==> src/rtl/bias_demap_pam_if.sv <==
// Frame handshake bundle for bias_demap_pam.
// The master drives a frame strobe and the packed frame; the slave returns
// the demapped symbols together with ready/busy/clip status.
interface bias_demap_pam_if #(
    parameter int M    = 8,
    parameter int N    = 16,
    parameter int logN = 4,
    parameter int BPS  = 2
);
    localparam int W = M + logN;

    logic                   valid;
    logic [N*W-1:0]         u;
    logic                   ready;
    logic                   busy;
    logic                   clip;
    logic [(N-1)*BPS-1:0]   y;

    modport master (output valid, output u, input ready, input busy, input clip, input y);
    modport slave  (input valid, input u, output ready, output busy, output clip, output y);
endinterface

==> src/rtl/bias_demap_pam.sv <==
// DC-bias removal and M-PAM demapper for the DCO-OFDM receive path.
// A captured frame is summed one sample per cycle to get the truncating mean
// (the bias), then samples 1..N-1 are bias-corrected and sliced to PAM
// indices one per cycle. Sample 0 feeds the mean but is never demapped.
// Build option: define BIAS_DEMAP_GRAY_EN to emit Gray-coded slot codes
// instead of binary level indices.
//
// state | meaning
// IDLE  | waiting for the first frame strobe
// ACC   | accumulating samples 0..N-1 into the bias sum
// DEMAP | slicing samples 1..N-1 against the registered bias
// DONE  | result held on y/clip with ready high; accepts the next frame
module bias_demap_pam #(
    parameter int M        = 8,
    parameter int N        = 16,
    parameter int logN     = 4,
    parameter int BPS      = 2,
    parameter int LOG_STEP = 4
) (
    input  logic             clk,
    input  logic             rst_n,
    bias_demap_pam_if.slave  bus
);
    localparam int W  = M + logN;
    localparam int L  = 1 << BPS;
    localparam int SW = W + logN;
    localparam int TW = W + 2;
    localparam logic signed [TW-1:0] OFFS = TW'(L << LOG_STEP);
    localparam logic signed [TW-1:0] KMAX = TW'(L - 1);
    localparam logic [logN-1:0]      LAST = logN'(N - 1);

    typedef enum logic [1:0] {IDLE, ACC, DEMAP, DONE} state_t;

    state_t                 state;
    logic [W-1:0]           smp [N];
    logic [SW-1:0]          sum;
    logic [W-1:0]           bias;
    logic [logN-1:0]        idx;
    logic                   ready_q;
    logic                   busy_q;
    logic                   clip_q;
    logic [(N-1)*BPS-1:0]   y_q;

    logic [W-1:0]           cur;
    logic [SW-1:0]          sum_nxt;
    logic signed [W:0]      d;
    logic signed [TW-1:0]   t;
    logic signed [TW-1:0]   k;
    logic [BPS-1:0]         kc;
    logic [BPS-1:0]         code;
    logic                   clamp;

    // Datapath for the sample at idx: running sum for ACC, slicer for DEMAP.
    // Offsetting by L<<LOG_STEP turns the symmetric level grid into one that
    // starts at zero, so a plain arithmetic shift yields the level index.
    always_comb begin
        cur     = smp[idx];
        sum_nxt = sum + SW'(cur);
        d       = $signed({1'b0, cur}) - $signed({1'b0, bias});
        t       = TW'(d) + OFFS;
        k       = t >>> (LOG_STEP + 1);
        kc      = BPS'(k);
        clamp   = 1'b0;
        if (k[TW-1]) begin
            kc    = '0;
            clamp = 1'b1;
        end else if (k > KMAX) begin
            kc    = BPS'(L - 1);
            clamp = 1'b1;
        end
`ifdef BIAS_DEMAP_GRAY_EN
        code = kc ^ (kc >> 1);
`else
        code = kc;
`endif
    end

    // Sequencer: frame capture, accumulate, demap, and registered outputs.
    always_ff @(posedge clk or negedge rst_n) begin
        if (!rst_n) begin
            state   <= IDLE;
            for (int i = 0; i < N; i++) smp[i] <= '0;
            sum     <= '0;
            bias    <= '0;
            idx     <= '0;
            ready_q <= 1'b0;
            busy_q  <= 1'b0;
            clip_q  <= 1'b0;
            y_q     <= '0;
        end else begin
            case (state)
                IDLE, DONE: begin
                    if (bus.valid) begin
                        for (int i = 0; i < N; i++) smp[i] <= bus.u[i*W +: W];
                        sum     <= '0;
                        idx     <= '0;
                        clip_q  <= 1'b0;
                        ready_q <= 1'b0;
                        busy_q  <= 1'b1;
                        state   <= ACC;
                    end
                end
                ACC: begin
                    sum <= sum_nxt;
                    if (idx == LAST) begin
                        bias  <= W'(sum_nxt >> logN);
                        idx   <= logN'(1);
                        state <= DEMAP;
                    end else begin
                        idx <= idx + logN'(1);
                    end
                end
                DEMAP: begin
                    y_q[(int'(idx) - 1)*BPS +: BPS] <= code;
                    if (clamp) clip_q <= 1'b1;
                    if (idx == LAST) begin
                        ready_q <= 1'b1;
                        busy_q  <= 1'b0;
                        state   <= DONE;
                    end else begin
                        idx <= idx + logN'(1);
                    end
                end
                default: state <= IDLE;
            endcase
        end
    end

    assign bus.ready = ready_q;
    assign bus.busy  = busy_q;
    assign bus.clip  = clip_q;
    assign bus.y     = y_q;
endmodule

==> src/flat_wrapper.sv <==
// flat-port wrapper written by rule: the top's interface ports become plain ports
module bias_demap_pam_flat 
#(
    parameter int M        = 8,
    parameter int N        = 16,
    parameter int logN     = 4,
    parameter int BPS      = 2,
    parameter int LOG_STEP = 4
)
  (clk, rst_n, bus_valid, bus_u, bus_ready, bus_busy, bus_clip, bus_y);
  bias_demap_pam_if #(.M(M), .N(N), .logN(logN), .BPS(BPS)) bus_i ();
  input  logic clk;
  input  logic rst_n;
  input wire logic [$bits(bus_i.valid)-1:0] bus_valid;
  input wire logic [$bits(bus_i.u)-1:0] bus_u;
  output wire logic [$bits(bus_i.ready)-1:0] bus_ready;
  output wire logic [$bits(bus_i.busy)-1:0] bus_busy;
  output wire logic [$bits(bus_i.clip)-1:0] bus_clip;
  output wire logic [$bits(bus_i.y)-1:0] bus_y;
  assign bus_i.valid = bus_valid;
  assign bus_i.u = bus_u;
  assign bus_ready = bus_i.ready;
  assign bus_busy = bus_i.busy;
  assign bus_clip = bus_i.clip;
  assign bus_y = bus_i.y;
  bias_demap_pam #(.M(M), .N(N), .logN(logN), .BPS(BPS), .LOG_STEP(LOG_STEP)) u_core (.clk(clk), .rst_n(rst_n), .bus(bus_i));
endmodule
==> config.mk <==
export PLATFORM = sky130hd
export DESIGN_NAME = bias_demap_pam_flat
export DESIGN_NICKNAME = d
export VERILOG_FILES = /design/src/rtl/bias_demap_pam_if.sv /design/src/rtl/bias_demap_pam.sv /design/src/flat_wrapper.sv
export SDC_FILE = /design/constraint.sdc
export NUM_CORES = 1
export LEC_CHECK = 0
export ABC_AREA = 0
export BUFFER_PORTS_ARGS = -buffer_cell sky130_fd_sc_hd__buf_2
export CAP_MARGIN = 20
export CORE_MARGIN = 3
export CORE_UTILIZATION = 57
export CTS_CLUSTER_DIAMETER = 50
export DETAILED_ROUTE_END_ITERATION = 16
export GPL_TIMING_DRIVEN = 0
export PLACE_DENSITY = 0.84
export SETUP_SLACK_MARGIN = 0.2
export SLEW_MARGIN = 10
export SYNTH_ARGS = -nofsm -noshare
export SYNTH_HDL_FRONTEND = slang
export SYNTH_SLANG_ARGS = --single-unit
export TNS_END_PERCENT = 100
==> constraint.sdc <==
create_clock -name clk -period 7.61 [get_ports clk]
set_clock_uncertainty 0.1 [all_clocks]
set_input_delay 1.1415 -clock clk [delete_from_list [all_inputs] [get_ports clk]]
set_output_delay 1.1415 -clock clk [all_outputs]
set_load 0.02 [all_outputs]
==> results.md, run 1 <==
- Met1 WL: between 10 and 15 mm
- Final worst-path cycle share: between 80% and 90%
- Critical path type: flop to flop
- Post-synth EDFFs: 0
- Achievable Freq: between 150 and 200 MHz
- Mapped Cells: 960
- Mapped Area: approximately 13,000 um^2
- Setup TNS: 0 ps
- Worst setup SP type: flop
- Met2 wire len: 17.4 mm
- Core area: ~22,000 um^2
- Cts bufs inserted: 28
- DRC: 0
- GR Util All Layers: approximately 29%
- Initial Util: between 50% and 60%
- Die height: about 160 um
- Vias in the first global route: 10,009
- Tightest Hold Check Type: flop to flop
- CP arrival: roughly 6900 ps
- Pre-CTS setup slack: 1190 ps
- H-tree levels: 1
- Largest net degree at the start of global routing: roughly 110
- Initial antenna violation count: 15
- Die area: about 25,000 um^2
- Yosys reg bits: 259
- First-pass GRT wire length: 54.1 mm
- ANT nets after route: 0
- Share of the synthesized area in the top cell type: between 50% and 60%
- Drt pass-1 iters: 6
- Max clock buf depth: 3
- Simple-gate area share of the yosys netlist: between 5 and 6%
- Main combinational cell family by area after synthesis: multiplexers
- Max-Cap Viols: 0
- Setup slack after layout: roughly 1100 ps
- Syn_nets: approximately 1,200
- Post-Synth Adder-Cell Area: roughly 3.7%
- Post-route minimum period: 6520 ps
- Skew-Pair Late Insertion Delay: ~560 ps
- Synth Area in Compound Gates: approximately 7.3%
- Slew margin rel.: between 30% and 40%
- IR drop worst, VDD: approximately 0.27 mV
- Met3 wire length: around 2.9 mm
- 1st-iter DRT viols: 657
- Slew @ Worst Pin: around 1000 ps
- Routed WL: around 35 mm
- Worst-path clk slew: ~60 ps
- Ys flop type: dfrtp_1
- Synth unique cells: 65
- Pins over their slew limit: 0
- PD cells: between 400 and 500 nW/um^2
- Worst setup EP type: flop
- Post-CTS Setup Bufs: 0
- CTS Sinks: 259
- Detailed Place HPWL: approximately 26 mm
- Layout Nets: between 1,000 and 1,500
- Multiplexer share of the synthesized area: between 20% and 30%
- Cts hold-fix bufs: 0
- Avg WL per Cell: 22.8 um
- Required @ worst endpoint: between 7000 and 8000 ps
- Crit path max fanout: 10
- Status: finished, final reports clean
- Global route overflow: 0
- GPL Wtd Cong: a little under 1
- Port-buffer cells: roughly 230
- RSZ-0062 raised after global routing: no
- Count leader, synth: dfrtp_1
- FFs w/ async S/R, synth: 100%
- Die W: approximately 160 um
- Leakage power: a little under 7 nW
- Synth area leader: dfrtp_1
- Vias: between 9,000 and 10,000
- PostCTS Resize Cnt: 0
- Post-Synth XOR/XNOR Area: 1.69%
- Synth-to-Final Area Change: 19.8%
- Site row count: 54
- Ratio of cells with drive above 1 in the final layout: a little under half
- Synth area leaders: dfrtp_1 (50%), mux2_2 (19%), mux4_2 (9.6%)
- Highest metal used: met5
- Finish-stage setup viols: 0
- DR vias/cell: 6.09
- Final Hold Fails: 0
- CTS tree: yes
- Final core area utilization: 70.2%
- # IOs: roughly 230
- Top cells by instance count after synthesis: dfrtp_1 (259), mux2_2 (218), nand2_1 (57), mux4_2 (55)
- Yosys warnings: 0
- Root Buffer: clkbuf_16
- Post-synthesis sequential area ratio: 50.1%
- Syn_area_per_cell: 13.5 um^2
-- report_power, final --
part | total (mW) | switching, mW | internal (mW)
Clock | 1.43 | 0.576 | 0.854
Combinational | 3.95 | 2.08 | 1.87
Sequential | 2.29 | 0.329 | 1.96
Total | 7.67 | 2.98 | 4.68
-- cells in the final DEF, fill, tap and decap left out, drive strengths merged, types with 5 or more instances in the layout --
| master | netlist | layout |
|---|---|---|
| dfrtp | 259 | 259 |
| buf | 17 | 246 |
| mux2 | 218 | 218 |
| clkbuf | 31 | 72 |
| nand2 | 57 | 57 |
| mux4 | 55 | 55 |
| o21ai | 38 | 38 |
| ha | 37 | 37 |
| inv | 32 | 34 |
| nor2 | 28 | 28 |
| a21oi | 24 | 24 |
| xnor2 | 18 | 18 |
| a21o | 12 | 12 |
| mux2i | 9 | 9 |
| or3 | 8 | 8 |
| diode | 0 | 7 |
| xor2 | 7 | 7 |
| a22o | 7 | 7 |
| or2 | 7 | 7 |
| nand4 | 6 | 6 |
| a31oi | 6 | 6 |
| nand3 | 6 | 6 |
| nor3 | 6 | 6 |
| clkinv | 0 | 6 |
| nand2b | 5 | 5 |
| o21bai | 5 | 5 |
| nor3b | 5 | 5 |
-- routing by layer --
layer	vias to the layer above	global-route usage [%]
li1	4080	-
met1	4656	35.6
met2	416	48.2
met3	126	7.77
met4	16	12.1
met5	-	0
-- layout make-up --
| class | instances | area, um^2 |
|---|---|---|
| Antenna cell | 7 | 17.5 |
| Buffer | 48 | 210 |
| Clock buffer | 41 | 860 |
| Clock inverter | 10 | 136 |
| Fill cell | 1482 | 6590 |
| Inverter | 32 | 120 |
| Multi-Input combinational cell | 621 | 6130 |
| Sequential cell | 259 | 6480 |
| Tap cell | 280 | 350 |
| Timing Repair Buffer | 229 | 1200 |
-- final timing paths --
check | startpoint | endpoint | slack, ps | cells after the start
max in group asynchronous | rst_n | u_core.smp[155]$_DFFE_PN0P_ | 5900 | 2
max reg2reg | u_core.idx[1]$_DFFE_PN0P_ | u_core.bus.y[7]$_DFFE_PN0P_ | 1090 | 18
max | u_core.idx[1]$_DFFE_PN0P_ | u_core.bus.y[7]$_DFFE_PN0P_ | 1090 | 18
min in group asynchronous | rst_n | u_core.smp[50]$_DFFE_PN0P_ | 550 | 1
min reg2reg | u_core.bus.y[16]$_DFFE_PN0P_ | u_core.bus.y[16]$_DFFE_PN0P_ | 370 | 2
min | u_core.bus.y[16]$_DFFE_PN0P_ | u_core.bus.y[16]$_DFFE_PN0P_ | 370 | 2
-- metrics by stage --
step	instance area [um^2]	std cells	hold WS, ps	power (mW)
6_report	15500	1527	375	7.67
3_3_place_gp	14400	1467	357	5.98
3_5_place_dp	14500	1469	370	6.16
2_1_floorplan	12900	960	350	5.13
4_1_cts	15500	1520	379	7.63
5_1_grt	15500	1527	414	8.14
-- critical path, cell delays in order, from the launching register on --
cell	delay [ps]
dfrtp_1	490
buf_1	590
clkbuf_1	720
mux4_2	460
mux4_2	520
ha_1	340
a21o_1	180
a21o_1	210
a21oi_1	310
o21ai_0	180
xnor2_1	460
inv_1	120
ha_1	270
or2_2	300
o31a_1	310
o22ai_4	280
a21oi_4	120
buf_6	150
mux2_2	260
-- state kept, by name, summed over array words and instances (netlist names) --
| name | cells |
|---|---|
| u_core.bus.y | 30 |
| u_core.bus.ready | 1 |
| u_core.smp | 192 |
| u_core.idx | 4 |
| u_core.bus.clip | 1 |
| u_core.state | 2 |
| u_core.sum | 16 |
| u_core.bias | 12 |
| u_core.bus.busy | 1 |
-- cells by family after synthesis --
logic type,count (synthesis)
multiplexers,282
flip-flops,259
AND/OR/NAND/NOR,145
AO/OA/AOI/OAI,131
buffers and inverters,80
adder cells (fa/ha/maj),38
XOR/XNOR,25
Power figures use the tool's default switching activity.
==> run 2, diff against run 1 <==
--- a/config.mk
+++ b/config.mk
@@ -6,6 +6,7 @@
 export NUM_CORES = 1
 export LEC_CHECK = 0
 export ABC_AREA = 0
+export ABC_CLOCK_PERIOD_IN_PS = 7610
 export BUFFER_PORTS_ARGS = -buffer_cell sky130_fd_sc_hd__buf_2
 export CAP_MARGIN = 20
 export CORE_MARGIN = 3
@@ -13,6 +14,7 @@
 export CTS_CLUSTER_DIAMETER = 50
 export DETAILED_ROUTE_END_ITERATION = 16
 export GPL_TIMING_DRIVEN = 0
+export MAX_ROUTING_LAYER = met4
 export PLACE_DENSITY = 0.84
 export SETUP_SLACK_MARGIN = 0.2
 export SLEW_MARGIN = 10
==> run 2 against run 1 <==
Effect of this change: utilization is 0.10 points lower; critical path type unchanged; critical path depth is 1 higher; die area stayed put; critical endpoint is now u_core.bus.y[23]$_DFFE_PN0P_; via count is 0.37% lower; routed wire length is 0.67% higher; register-to-register slack hardly changed; cell count is 0.52% higher.
==> results.md, run 2 (synthesis results as in run 1) <==
- Status: finished, final reports clean
- PD cells: 494 nW/um^2
- Slew margin rel.: roughly a third
- Worst Hold Slack: roughly 380 ps
- CP Launch Point: u_core.idx[0]$_DFFE_PN0P_
- Achievable Freq: 153 MHz
- Layout Nets: around 1,500
- Tightest Hold Check Type: flop to flop
- Synth-to-Final Area Change: 19.6%
- DR vias/cell: 6.03
- Critical path type: flop to flop
- Ratio of cells with drive above 1 in the final layout: a little under half
- Worst setup EP type: flop
- # IOs: around 230
- CP arrival: roughly 7000 ps
- Commonest non-fill, non-tap cell in the layout: dfrtp_1
- Largest net degree at the start of global routing: around 110
- GPL Wtd Cong: roughly 0.96
- ANT nets after route: 0
- Max clock buf depth: 3
- Worst-path clk slew: about 60 ps
- Cts hold-fix bufs: 0
- Final Hold Fails: 0
- Detailed Place HPWL: ~26 mm
- Pins over their slew limit: 0
- Global route overflow: 0
- Most frequent cells in the layout: dfrtp_1 (259), buf_2 (229), mux2_2 (218)
- RSZ-0062 raised after global routing: no
- Leakage power: between 6 and 7 nW
- Skew-Pair Late Insertion Delay: 580 ps
- Core area: roughly 22,000 um^2
- Largest register FFs: roughly 190
- Drt pass-1 iters: 5
- Vias in the first global route: just under 10,000
- Initial Util: between 50% and 60%
- PostCTS Resize Cnt: 0
- CTS tree: yes
- Site row count: 54
- CTS Sinks: 259
- FF-to-FF Start: u_core.idx[0]$_DFFE_PN0P_
- Avg WL per Cell: roughly 23 um
- Cells after DPL: 1,469
- First-pass GRT wire length: between 50 and 60 mm
- Die W: ~160 um
- Crit path max fanout: 10
- H-tree levels: 1
- Initial antenna violation count: 10
- Worst setup SP type: flop
- Cts bufs inserted: 30
- Max-Cap Viols: 0
- Port-buffer cells: 227
- Pre-CTS setup slack: 1200 ps
- GR Util All Layers: between 20% and 30%
- Die area: about 25,000 um^2
- Vias: approximately 9,000
- Setup slack after layout: between 1000 and 1500 ps
- Setup TNS: 0 ps
- Worst hold start: u_core.bus.y[0]$_DFFE_PN0P_
- Final worst-path cycle share: a little under nine tenths
- Slew @ Worst Pin: around 1000 ps
- IR drop worst, VDD: approximately 0.27 mV
- Post-route minimum period: roughly 6500 ps
- Largest register by flop count: u_core.smp
- Routed WL: between 30 and 40 mm
- DRC: 0
- 1st-iter DRT viols: 831
- Post-CTS Setup Bufs: 0
- Die height: ~160 um
- Root Buffer: clkbuf_16
- Finish-stage setup viols: 0
- Required @ worst endpoint: approximately 8000 ps
- Finished Layout Cells: ~1,500
- Total power: ~7.7 mW
[run 2: changes by cell type in the layout (fill, tap and decap cells not counted)]
cell        previous run  this run
clkbuf_1              33        38
clkinv_2               4         5
clkinvlp_4             0         3
bufinv_16              2         0
inv_8                  0         2
diode_2                7        11
inv_6                  2         1
clkbuf_16             28        30
clkbuf_8              11         5
[run 2: area by class of cell]
cell class                 instances  area [um^2]
tap                              280          350
timing repair buffer             229         1200
multi-input combinational        621         6130
fill                            1492         6610
clock buffer                      42          846
antenna                           11         27.5
sequential                       259         6480
inverter                          32          120
buffer                            48          210
clock inverter                    13          118
[run 2: routing by layer]
layer | up-vias | track usage, % | share of wire [%]
met4 | 0 | 11.7 | 4.3
met1 | 4691 | 36.1 | 38
met2 | 383 | 47.9 | 49
met3 | 88 | 7.41 | 8.3
met5 | - | - | 0
li1 | 4098 | - | -
[run 2: worst max-delay path: stages, from the launching register on]
cell and delay (ps):
dfrtp_1 410, buf_6 170, buf_4 260, buf_1 720, mux4_2 660, mux4_2 510, ha_1 340, a21o_1 210
a21o_1 220, a21oi_1 290, o21ai_0 170, xnor2_1 480, inv_1 140, ha_1 290, or2_2 310, o31a_1 310
o22ai_4 280, a21oi_4 110, buf_6 150, mux2_2 260
[run 2: worst paths after layout]
kind / end / slack (ps) / cells after the start
max in group asynchronous: u_core.bus.y[8]$_DFFE_PN0P_ / 5680 / 3
hold reg to reg: u_core.bus.y[0]$_DFFE_PN0P_ / 380 / 2
hold / removal: u_core.bus.y[0]$_DFFE_PN0P_ / 380 / 2
min in group asynchronous: u_core.smp[55]$_DFFE_PN0P_ / 420 / 1
setup / recovery: u_core.bus.y[23]$_DFFE_PN0P_ / 1080 / 19
setup reg to reg: u_core.bus.y[23]$_DFFE_PN0P_ / 1080 / 19
[run 2: through the flow]
step | instance area [um^2] | util (%)
after CTS | 15500 | 70.0
final | 15500 | 70.1
after detailed placement | 14500 | 65.6
after global placement | 14400 | 65.3
after floorplan | 12900 | -
after global routing | 15500 | 70.1
[run 2: power by group]
group / internal [mW] / total, mW / switching [mW]
combinational: 1.87 / 3.98 / 2.11
sequential: 1.96 / 2.29 / 0.327
clock: 0.785 / 1.38 / 0.598
total: 4.61 / 7.65 / 3.04
